==> config.mk <==
export PLATFORM = sky130hd
export DESIGN_NAME = phy_tx_sched
export DESIGN_NICKNAME = d
export VERILOG_FILES = /design/src/rtl/phy_tx_sched_pkg.sv /design/src/rtl/sched_fifo.sv /design/src/rtl/phy_tx_sched.sv
export SDC_FILE = /design/constraint.sdc
export NUM_CORES = 1
export LEC_CHECK = 0
export ABC_AREA = 0
export CAP_MARGIN = 10
export CORE_ASPECT_RATIO = 0.6
export CORE_MARGIN = 4
export CORE_UTILIZATION = 60
export DETAILED_ROUTE_END_ITERATION = 10
export GPL_ROUTABILITY_DRIVEN = 0
export PLACE_DENSITY = 0.91
export SETUP_SLACK_MARGIN = 0.3
export SLEW_MARGIN = 10
export SYNTH_ARGS = -nofsm -noshare
export SYNTH_HDL_FRONTEND = slang
export SYNTH_SLANG_ARGS = --single-unit
==> constraint.sdc <==
create_clock -name clk_f -period 6 [get_ports clk_f]
set_input_delay 0.6 -clock clk_f [delete_from_list [all_inputs] [get_ports clk_f]]
set_output_delay 0.6 -clock clk_f [all_outputs]
set_load 0.005 [all_outputs]
==> src/rtl/phy_tx_sched_pkg.sv <==
// Shared definitions for the two-requester PHY transmit scheduler.
// Latency: n/a (types and constants only).
// Backpressure: n/a.
package phy_tx_sched_pkg;

  localparam int DATA_W        = 32;
  localparam int DEPTH_DEF     = 4;
  localparam int BURST_MAX_DEF = 4;

  // Arbiter state doubles as "current owner" of the phy_tx word slot.
  typedef enum logic [1:0] {
    IDLE  = 2'd0,
    SERV0 = 2'd1,
    SERV1 = 2'd2
  } sched_state_e;

endpackage

==> src/rtl/sched_fifo.sv <==
// Per-requester word FIFO with registered full/empty and sticky overflow flag.
// Latency: a pushed word is visible at data_o (head) after the push edge.
// Backpressure: push while full is dropped and sets ovf_o until reset; pop while empty is ignored.
module sched_fifo
  import phy_tx_sched_pkg::*;
#(
  parameter int DEPTH = DEPTH_DEF
) (
  input  logic              clk_f,
  input  logic              reset_L,
  input  logic              push_i,
  input  logic [DATA_W-1:0] data_i,
  input  logic              pop_i,
  output logic [DATA_W-1:0] data_o,
  output logic              full_o,
  output logic              empty_o,
  output logic              ovf_o
);

  localparam int AW = $clog2(DEPTH);
  localparam int CW = AW + 1;

  logic [DATA_W-1:0] mem_q [DEPTH];
  logic [AW-1:0]     wr_ptr_q;
  logic [AW-1:0]     rd_ptr_q;
  logic [CW-1:0]     cnt_q;
  logic              ovf_q;
  logic              push_ok;
  logic              pop_ok;

  // Full is taken from the registered count, so a same-cycle pop never makes room.
  assign full_o  = (cnt_q == CW'(DEPTH));
  assign empty_o = (cnt_q == '0);
  assign push_ok = push_i & ~full_o;
  assign pop_ok  = pop_i & ~empty_o;
  assign data_o  = mem_q[rd_ptr_q];
  assign ovf_o   = ovf_q;

  // Pointers wrap naturally because DEPTH is a power of two.
  always_ff @(posedge clk_f or negedge reset_L) begin
    if (!reset_L) begin
      wr_ptr_q <= '0;
      rd_ptr_q <= '0;
      cnt_q    <= '0;
      ovf_q    <= 1'b0;
    end else begin
      if (push_ok) wr_ptr_q <= wr_ptr_q + 1'b1;
      if (pop_ok)  rd_ptr_q <= rd_ptr_q + 1'b1;
      cnt_q <= cnt_q + CW'(push_ok) - CW'(pop_ok);
      if (push_i && full_o) ovf_q <= 1'b1;
    end
  end

  // Storage needs no reset: the count alone decides which entries are live.
  always_ff @(posedge clk_f) begin
    if (push_ok) mem_q[wr_ptr_q] <= data_i;
  end

endmodule

==> src/rtl/phy_tx_sched.sv <==
// Arbitrates two requester FIFOs onto one phy_tx word stream with bounded bursts.
// Latency: word pushed into an empty FIFO with the scheduler idle appears on entrada two edges later (push edge + pop edge).
// Backpressure: tx_enable=0 stalls pops and freezes arbitration; FIFOs drop and flag pushes while full.
module phy_tx_sched
  import phy_tx_sched_pkg::*;
#(
  parameter int DEPTH     = DEPTH_DEF,
  parameter int BURST_MAX = BURST_MAX_DEF
) (
  input  logic        clk_f,
  input  logic        reset_L,
  input  logic        tx_enable,
  input  logic [31:0] data_in0,
  input  logic [31:0] data_in1,
  input  logic        push0,
  input  logic        push1,
  output logic        full0,
  output logic        full1,
  output logic        ovf0,
  output logic        ovf1,
  output logic [31:0] entrada,
  output logic        valid,
  output logic        selector_tx
);

  localparam int             BW   = $clog2(BURST_MAX + 1);
  localparam logic [BW-1:0]  BMAX = BW'(BURST_MAX);

  logic         empty0, empty1;
  logic [31:0]  head0, head1;
  logic         pop0, pop1;
  logic         do_pop, pop_sel;
  logic         own_empty, oth_empty, own_is1;

  sched_state_e state_q, state_d;
  logic [BW-1:0] burst_q, burst_d;
  logic         last_q, last_d;
  logic [31:0]  entrada_q;
  logic         valid_q;
  logic         sel_q;

  sched_fifo #(.DEPTH(DEPTH)) u_fifo0 (
    .clk_f   (clk_f),
    .reset_L (reset_L),
    .push_i  (push0),
    .data_i  (data_in0),
    .pop_i   (pop0),
    .data_o  (head0),
    .full_o  (full0),
    .empty_o (empty0),
    .ovf_o   (ovf0)
  );

  sched_fifo #(.DEPTH(DEPTH)) u_fifo1 (
    .clk_f   (clk_f),
    .reset_L (reset_L),
    .push_i  (push1),
    .data_i  (data_in1),
    .pop_i   (pop1),
    .data_o  (head1),
    .full_o  (full1),
    .empty_o (empty1),
    .ovf_o   (ovf1)
  );

  assign own_is1   = (state_q == SERV1);
  assign own_empty = own_is1 ? empty1 : empty0;
  assign oth_empty = own_is1 ? empty0 : empty1;
  assign pop0      = do_pop & ~pop_sel;
  assign pop1      = do_pop &  pop_sel;

  // Grant decision from registered occupancy: who pops this cycle and where the FSM goes.
  always_comb begin
    state_d = state_q;
    burst_d = burst_q;
    last_d  = last_q;
    do_pop  = 1'b0;
    pop_sel = 1'b0;
    if (tx_enable) begin
      case (state_q)
        IDLE: begin
          // Both waiting: the requester that did not finish last goes first.
          if (!empty0 && (empty1 || last_q)) begin
            do_pop  = 1'b1;
            pop_sel = 1'b0;
            state_d = SERV0;
            burst_d = BW'(1);
          end else if (!empty1) begin
            do_pop  = 1'b1;
            pop_sel = 1'b1;
            state_d = SERV1;
            burst_d = BW'(1);
          end
        end
        SERV0, SERV1: begin
          if (!own_empty && (burst_q < BMAX || oth_empty)) begin
            // Burst limit only matters when the other side is waiting; otherwise restart the count.
            do_pop  = 1'b1;
            pop_sel = own_is1;
            burst_d = (burst_q == BMAX) ? BW'(1) : burst_q + 1'b1;
          end else if (!oth_empty) begin
            do_pop  = 1'b1;
            pop_sel = ~own_is1;
            state_d = own_is1 ? SERV0 : SERV1;
            burst_d = BW'(1);
          end else begin
            state_d = IDLE;
            burst_d = '0;
            last_d  = own_is1;
          end
        end
        default: begin
          state_d = IDLE;
          burst_d = '0;
        end
      endcase
    end
  end

  // Arbiter state and the registered word presented to phy_tx.
  always_ff @(posedge clk_f or negedge reset_L) begin
    if (!reset_L) begin
      state_q   <= IDLE;
      burst_q   <= '0;
      last_q    <= 1'b1;
      entrada_q <= 32'h0;
      valid_q   <= 1'b0;
      sel_q     <= 1'b0;
    end else begin
      state_q <= state_d;
      burst_q <= burst_d;
      last_q  <= last_d;
      valid_q <= do_pop;
      if (do_pop) begin
        entrada_q <= pop_sel ? head1 : head0;
        sel_q     <= pop_sel;
      end
    end
  end

  assign entrada     = entrada_q;
  assign valid       = valid_q;
  assign selector_tx = sel_q;

endmodule
* Word level (Yosys, flattened, before mapping)
Memory sizes are Yosys's and may differ from the RTL's.
Index checks and enable logic that the tools add are counted.
** Word-level totals
- Latch bits :: 0
- Logic and storage cells :: 91
- Memories :: 2
- Register bits after elaboration :: 56
- Input bits :: 69
- Bits in read-only memories :: 0
- Memory bits (writable) :: 256
** Cells by class
- Eq/ne operators :: 7
- Multiplexer cells :: 30
- $add $sub $neg :: 9
- Bitwise gates (word level) :: 13
- Order comparisons :: 1
- Reductions and logical operators :: 15
- Div/mod/pow operators :: 0
- Multiply operators :: 0
- Shift operators :: 0
** Memory list
- u_fifo0.mem_q :: depth 4, bits a word 32, rd ports 1, clocked after memory_dff 0, write ports 1, line sched_fifo.sv:23 : logic [DATA_W-1:0] mem_q [DEPTH];
- u_fifo1.mem_q :: depth 4, bits a word 32, rd ports 1, clocked after memory_dff 0, write ports 1, line sched_fifo.sv:23
** Operators with widths (count)
- 32-bit 2-to-1 mux :: 1
- 1-bit 2-to-1 mux :: 16
- 3-bit 2-to-1 mux :: 4
- 2-bit 2-to-1 mux :: 5
- 3-bit equality test (second input constant) :: 3
- 2-bit by 1-bit adder with 2-bit output (second input constant) :: 4
- 1-bit NOT :: 7
- 3-bit by 1-bit adder with 3-bit output :: 2
- 1-bit bitwise AND :: 6
- 3-bit zero test :: 2
- 3-bit case mux with 2 select lines :: 1
- 3-bit by 1-bit subtractor with 3-bit output :: 2
- 1-bit logical AND :: 4
- 1-bit case mux with 2 select lines :: 2
- 2-bit case mux with 2 select lines :: 1
- 4-bit AND reduction :: 1
- 3-bit by 1-bit adder with 3-bit output (second input constant) :: 1
- 3-bit < comparator (second input constant) :: 1
- 3-bit != test (second input constant) :: 1
- 3-bit AND reduction :: 1
- 2-bit by 1-bit equality test with 1-bit output (second input constant) :: 1
- 2-bit equality test (second input constant) :: 1
- 1-bit zero test :: 2
- 2-bit zero test :: 1
- 4 further kinds :: 5

* Longest topological paths before layout
- Word-level depth :: 11
- Depth in mapped cells :: 12

* Hierarchy
A second synthesis with hierarchy kept.
** Unflattened totals
- Cell total of the unflattened synthesis :: 615
- Area, all modules :: 12510.7 um2
** Modules (own cells, without submodules)
- sched_fifo :: area each 5171.2 um2, cells an instance 211, sequential area each 4043.9 um2, times used 2
- phy_tx_sched :: area each 2168.3 um2, cells an instance 193, sequential area each 1002.2 um2, times used 1

* Least setup slack after synthesis
OpenSTA, ideal clock, no wires.
- Kind :: register to register
- Start point :: register u_fifo0.cnt_q[1]
- End point :: register u_fifo1.cnt_q[2]
- Cell stages (with the launch flop) :: 12
- Path slack :: 3.351 ns
- Path buffers :: 2
- Arrival :: 2.526 ns
- Period minus slack after synthesis :: 2.649 ns
- Data required time :: 5.877 ns
- Cells stage by stage :: dfrtp_1 > or3_1 > buf_6 > a2111oi_4 > buf_6 > nor2_2 > inv_1 > ha_1 > inv_1 > ha_1 > fa_1 > xnor2_1
** On the way
- Longest elaborated chain between the ends :: 10
** Ends and longest elaborated chain
- start: declaration :: line sched_fifo.sv:26 : logic [CW-1:0] cnt_q;
- start signal: assignment :: line sched_fifo.sv:49 : cnt_q <= cnt_q + CW'(push_ok) - CW'(pop_ok);
- 3-bit zero test * :: line sched_fifo.sv:33 : assign empty_o = (cnt_q == '0);
- 1-bit 2-to-1 mux, on equally long branches :: line phy_tx_sched.sv:67, phy_tx_sched.sv:68
- 1-bit zero test or 1-bit logical OR (tied branches) :: line phy_tx_sched.sv:96 : if (!own_empty && (burst_q < BMAX || oth_empty)) begin
- 1-bit logical AND :: line phy_tx_sched.sv:96
- 1-bit 2-to-1 mux :: line phy_tx_sched.sv:96
- 1-bit case mux with 2 select lines :: line phy_tx_sched.sv:80 : case (state_q)
- 1-bit 2-to-1 mux :: line phy_tx_sched.sv:79 : if (tx_enable) begin
- 1-bit bitwise AND * :: line phy_tx_sched.sv:70 : assign pop1 = do_pop & pop_sel;
- 1-bit bitwise AND * :: line sched_fifo.sv:35 : assign pop_ok = pop_i & ~empty_o;
- net u_fifo1.pop_ok :: line sched_fifo.sv:29 : logic pop_ok;
- 3-bit by 1-bit subtractor with 3-bit output * :: line sched_fifo.sv:49
- end signal: assignment :: line sched_fifo.sv:49
- end: declaration :: line sched_fifo.sv:26
Mark *: on every way through the listed nets, which the timed path passes. The rest lies on a longest branch.
A chain may end at the register's enable or synchronous reset.

* Final worst setup path
- Start point :: register u_fifo0.cnt_q[1]
- End point :: register u_fifo0.cnt_q[2]
** On the way
- Longest elaborated chain between the ends :: 11
** Ends and longest elaborated chain
- 3-bit zero test :: line sched_fifo.sv:33
- 1-bit 2-to-1 mux, on equally long branches :: line phy_tx_sched.sv:67, phy_tx_sched.sv:68
- 1-bit zero test or 1-bit logical OR (tied branches) :: line phy_tx_sched.sv:96
- 1-bit logical AND :: line phy_tx_sched.sv:96
- 1-bit 2-to-1 mux :: line phy_tx_sched.sv:96
- 1-bit case mux with 2 select lines :: line phy_tx_sched.sv:80
- 1-bit 2-to-1 mux :: line phy_tx_sched.sv:79
- 1-bit NOT :: line phy_tx_sched.sv:69 : assign pop0 = do_pop & ~pop_sel;
- 1-bit bitwise AND :: line phy_tx_sched.sv:69
- 1-bit bitwise AND :: line sched_fifo.sv:35
- 3-bit by 1-bit subtractor with 3-bit output * :: line sched_fifo.sv:49
Mark *: on every way between the ends. The rest lies on a longest branch, timed or not.

==> impl_metrics.tcl <==
set metrics [dict create \
    cts_hold_buf 0 \
    power_density_nw_per_um2 520 \
    fin_crit_ns 3.41 \
    leakagePower_nw 4.93 \
    synth_seq_cells 312 \
    setup_slack_ns 2.59 \
    grt_pass1_vias 6561 \
    yosysMostFrequentCell "edfxtp_1" \
    worst_pin_slew_ns 1.16 \
    max_cap_viol_count 0 \
    hp-class "in -> async" \
    nets 789 \
    post-cts-setup-buffers 0 \
    synth_area_per_cell_sq_um 20.7 \
    netlist_area_sq_um 12300 \
    setup_viol 0 \
    dpl.hpwl_microns 16200 \
    cp_cell_sequence "or3_1 > o221ai_4 > nor3_4 > ha_1 > inv_1 > ha_1 > fa_1 > xnor2_1" \
    dieArea_sq_um 22800 \
    drtPass1Iterations 6 \
    critPathLaunch "u_fifo0.cnt_q[1]$_DFF_PN0_" \
    worst_path_dominant_cell_family "compound AO/OA/AOI/OAI gates" \
    drt_wl_total_microns 26200 \
    syn_to_final_growth_pct 17.6 \
    slowest_delay_ns 0.98 \
    start_util_pct 61.2 \
    ios 107 \
    drcViolationCount 0 \
    maxSlewViolCount 0 \
    ir_drop_v 0.000312 \
    dp_slack_ns 2.63 \
    cp_common_cell "ha_1" \
    clock-root-buffer "clkbuf_16" \
    tns_ns 0 \
    grt_max_degree 57 \
    end_kind "register" \
    cts_max_level 1 \
    clock.fmax_ghz 0.293 \
    viasPerCell 6.38 \
    grt_setup_unrepaired "false" \
    p_total_mw 7.49 \
    fp.dieH_microns 119 \
    synth.area.top_cells "edfxtp_1, mux4_2, dfrtp_1, a221o_1, o21a_1" \
    ys_seq_area_share_pct 74.2 \
    reg2reg_depth 8 \
    coreArea_sq_um 20000 \
    grt_pass1_wl_microns 40300 \
    layout.cells.non_filler 994 \
    cp.depth 8 \
    synth_edf_count 256 \
    cts_tree "done" \
    max_slew_margin_pct 23.0 \
    synth_cell_type_count 50 \
    vias 6337 \
    dr.first_iter.drc_count 714 \
    grt-ovfl-total 0 \
    antenna_found_initial 0 \
    critPathBufInv 1 \
    clock-sinks 312 \
    drive_gt1_share_pct 20.1 \
    skew_ns 0.0101 \
    drt-wirelength-per-cell_microns 26.4 \
    period_share_pct 56.9 \
    placementRows 40 \
    insertedDiodeCount 0 \
    crit_arrival_ns 3.84 \
    slowest_stage "o221ai_4" \
    synthCells 593 \
    die_w_microns 192 \
    numCtsBuffers 27 \
    synth_area_leader_cell "edfxtp_1" \
    yosysWarningCount 0 \
    worstSetupPathType "reg -> reg" \
    synth_nets 681 \
    critPathMaxFanout 36 \
    io_buffers 106 \
    clock_path_buffers 3 \
    yosys-top-cells-count "edfxtp_1, mux4_2, dfrtp_1" \
    ant_nets 0 \
    start_kind "register" \
    synth_top_cell_area_share_pct 62.7 \
    track_usage_pct 23.4 \
    placed_cells 945 \
    async_flop_share_pct 17.9 \
    post_cts_resized 0 \
    required_ns 6.43 \
    r2r_start "u_fifo0.cnt_q[1]$_DFF_PN0_" \
    ys.flop_type "edfxtp_1" \
    outcome "complete, no violations" \
    path_clk_slew_ns 0.07 \
    clk_latency_ns 0.53 \
    hold_viol 0 \
]
-- logic make-up after synthesis --
kind of cell             Yosys count  synth area share, %
XOR/XNOR                          11                0.786
adder cells (fa/ha/maj)           19                 2.06
buffers and inverters             55                 2.30
AND/OR/NAND/NOR                   38                 1.87
AO/OA/AOI/OAI                     88                 6.49
multiplexers                      70                 12.3
flip-flops                       312                 74.2
-- flip-flops by register name, summed over array words and instances, names as in the netlist --
| register | flops |
|---|---|
| u_fifo0.rd_ptr_q | 2 |
| u_fifo0.wr_ptr_q | 2 |
| u_fifo1.wr_ptr_q | 2 |
| u_fifo1.cnt_q | 3 |
| valid | 1 |
| u_fifo1.ovf_o | 1 |
| u_fifo1.rd_ptr_q | 2 |
| u_fifo0.cnt_q | 3 |
| selector_tx | 1 |
| u_fifo0.ovf_o | 1 |
| u_fifo0.mem_q | 128 |
| state_q | 2 |
| burst_q | 3 |
| u_fifo1.mem_q | 128 |
| entrada | 32 |
| last_q | 1 |
-- layer usage --
| metal | wire length (microns) | global-route usage, % |
|---|---|---|
| met1 | 10400 | 34.8 |
| met2 | 12600 | 37.3 |
| met3 | 2640 | 4.81 |
| met4 | 538 | 4.54 |
| met5 | 0 | 0 |
-- cell type report --
type                            instances  area [sq um]
Fill cell                            1138          5610
Timing Repair Buffer                  112          1100
Tap cell                              273           342
Clock buffer                           40           774
Multi-Input combinational cell        226          2890
Inverter                               22          82.6
Clock inverter                          9           125
Sequential cell                       312          9100
-- report_power, final --
part	internal (mW)	total (mW)	switching, mW
clock	1.02	1.77	0.746
sequential	2.95	3.38	0.427
combinational	1.20	2.35	1.15
-- layout by cell type (no fill, tap or decap), drive strengths merged, types with 2 or more instances in the layout --
| cell type | instances |
|---|---|
| a2111oi | 2 |
| a211oi | 2 |
| a21o | 2 |
| a21oi | 2 |
| a221o | 33 |
| and2 | 8 |
| and3 | 3 |
| buf | 7 |
| bufinv | 3 |
| clkbuf | 40 |
| clkdlybuf4s50 | 105 |
| clkinv | 4 |
| clkinvlp | 2 |
| dfrtp | 55 |
| edfxtp | 256 |
| fa | 2 |
| ha | 17 |
| inv | 22 |
| mux2 | 5 |
| mux4 | 64 |
| nand2 | 5 |
| nor2 | 5 |
| nor2b | 5 |
| nor3 | 5 |
| o21a | 32 |
| o21ai | 4 |
| o221ai | 2 |
| o31ai | 4 |
| or3 | 2 |
| xnor2 | 8 |
| xor2 | 3 |
-- path summary, 6_finish.rpt --
kind / end / slack, ns
worst max-delay path: u_fifo0.cnt_q[2]$_DFF_PN0_ / 2.59
worst max register to register: u_fifo0.cnt_q[2]$_DFF_PN0_ / 2.59
max in group asynchronous: u_fifo0.rd_ptr_q[0]$_DFFE_PN0P_ / 5.21
min in group clk_f: u_fifo0.ovf_o$_DFFE_PN0P_ / 0.46
worst min-delay path: u_fifo1.ovf_o$_DFFE_PN0P_ / 0.22
worst min register to register: u_fifo0.ovf_o$_DFFE_PN0P_ / 0.46
-- per-stage QoR --
step                      utilization [%]  area (sq um)  hold slack, ns
final                                72.0         14400           0.222
after global routing                 72.0         14400           0.282
after CTS                            72.0         14400           0.242
after detailed placement             67.5         13500           0.448
after global placement               67.5         13500           0.440
after floorplan                         -         12300           0.304
(Power assumes the default switching activity.)
==> edit (same flow settings) <==
Set the package constant `DEPTH_DEF` to 8 (it was 4).
--- a/src/rtl/phy_tx_sched_pkg.sv
+++ b/src/rtl/phy_tx_sched_pkg.sv
@@ -5,5 +5,5 @@
 
   localparam int DATA_W        = 32;
-  localparam int DEPTH_DEF     = 4;
+  localparam int DEPTH_DEF     = 8;
   localparam int BURST_MAX_DEF = 4;
 
Behaviour: not the same (Yosys sat finds a counterexample within 10 cycles, from zero or initial values and one cycle with reset_L low).
==> edit against the unedited design <==
- design area rose by 75%
- setup slack got worse by 0.93 ns
- area after synthesis rose by 81%
- power rose by 65%
- non-clock buffer count rose by 7
- sequential cell count rose by 262
- routed wire length rose by 81%
- global-route usage rose by 0.60 points
- die area rose by 76%
==> edit: results <==
group,metric,value,unit
worst_setup_path,crit_arrival,4.80,ns
clock_tree,cts_inserted_buffers,48,
cells_and_area,final-instance-count-excl-fill,1665,
cells_and_area,drive_gt1_share,19.95,%
sta,worst_pin_slew,1.216,ns
synth,async_flop_share,10.80,%
status,status,"complete, no violations",
clock_tree,cts.htree.levels,2,
placed_design,io_buffers,106,
cells_and_area,layout.nets,1242,
synth,synth_commonest_cells,"edfxtp_1 (512), mux4_2 (128), mux2i_1 (66), dfrtp_1 (61), nand2_1 (40)",
cells_and_area,fillCellCount,2101,
synth,synth_edf_count,512,
placed_design,dp.cells,1576,
placed_design,dpl_cell_area,0.02387,mm²
grt,grt_util_all_layers,24.05,%
synth,ys_seq_area_share,76.19,%
pwr,power.leakage,8.422,nW
worst_setup_path,rr_worst_depth,13,
synth,ys_top_cells_by_area,"edfxtp_1 (69%), mux4_2 (13%), dfrtp_1 (6.9%), mux2i_1 (3.0%), o221ai_1 (1.3%)",
grt,antenna_found_initial,2,
synth,syn_nets,1121,
placed_design,place_hpwl,27620,µm
detailed_routing,first_pass_iters,5,
synth,synth.distinct_cells,47,
detailed_routing,avgViaCountPerCell,6.428,
worst_setup_path,startpoint,"u_fifo0.cnt_q[2]$_DFF_PN0_",
grt,grt_pass1_wl,72080,µm
clock_tree,ctsLongestPathBuffers,3,
pwr,peakVddDrop,0.2800,mV
clock_tree,clock_latency,0.58,ns
sta,finClkSkew,0.01349,ns
grt,grt_pass1_vias,11315,
detailed_routing,drt_wl_total,47590,µm
grt,grt_max_degree,67,
worst_setup_path,r2r_setup_slack,1.66,ns
detailed_routing,drt_iter0_markers,1325,
synth,avgSynthCellArea,21.59,µm²
==> edit: cell count changes after synthesis, moves of 7 or more <==
cell	delta
mux2i_1	+65
buf_6	-8
nand2b_1	+7
edfxtp_1	+256
a221o_1	-25
o21a_1	-31
mux4_2	+64
nor2_1	+13
buf_2	+12
o221ai_1	+31
nand2_1	+35
clkbuf_1	+7
a221o_2	-8
==> edit: worst min-delay path by stage <==
| stage | end | slack (ns) | cells past startpoint |
|---|---|---|---|
| final | burst_q[2]$_DFFE_PN0P_ | 0.11 | 1 |
| after global routing | burst_q[1]$_DFFE_PN0P_ | 0.18 | 1 |
| after CTS | burst_q[1]$_DFFE_PN0P_ | 0.15 | 1 |
| after detailed placement | u_fifo0.ovf_o$_DFFE_PN0P_ | 0.44 | 1 |
| after global placement | u_fifo1.ovf_o$_DFFE_PN0P_ | 0.44 | 1 |
| after floorplan | burst_q[0]$_DFFE_PN0P_ | 0.30 | 0 |
==> edit: critical path, cell delays in order, from the launching register on <==
cell and delay [ns]:
dfrtp_1 0.36, inv_1 0.10, ha_1 0.16, nor3b_2 0.70, a211o_1 1.04, inv_2 0.19, nand3_4 0.41, inv_1 0.10
ha_1 0.31, inv_1 0.07, ha_1 0.15, inv_1 0.06, fa_1 0.42, xnor2_1 0.14
==> edit: area by class of cell <==
class	instances	share of cell area, %
clock inverters	13	0.3760
well taps	476	2.355
inverters	28	0.4156
diodes	1	0.009895
flip-flops and latches	574	66.98
repair buffers	119	4.571
clock buffers	75	5.234
multi-input cells	379	20.06
==> edit: kinds of logic after synthesis <==
kind of cell / share of synthesized area [%]
flops: 76.19
mux: 16.25
simple gates: 1.797
buf+inv: 1.470
compound gates: 2.410
fa+ha+maj: 1.363
xor+xnor: 0.5125
==> edit: per-stage QoR <==
stage	util, %	hold slack [ns]	setup slack (ns)
after global placement	65.54	0.4381	2.017
after CTS	69.44	0.1510	1.643
final	69.45	0.1110	1.660
after floorplan	-	0.3044	2.194
after detailed placement	65.54	0.4428	1.712
after global routing	69.45	0.1794	1.337
==> edit: report_power, final <==
part           internal (mW)  switching (mW)  total, mW  leakage, nW
clock                   1.56            1.38       2.94        0.677
combinational           1.77            2.01       3.78         2.36
sequential              5.15           0.508       5.66         5.39
total                   8.49            3.89       12.4         8.42
==> edit: metal layers <==
metal,routed length (µm),track usage [%],up-vias
li1,-,-,4491
met1,18450,32.88,5612
met2,24420,41.03,491
met3,3082,3.682,106
met4,1623,7.966,2
met5,13,0,-
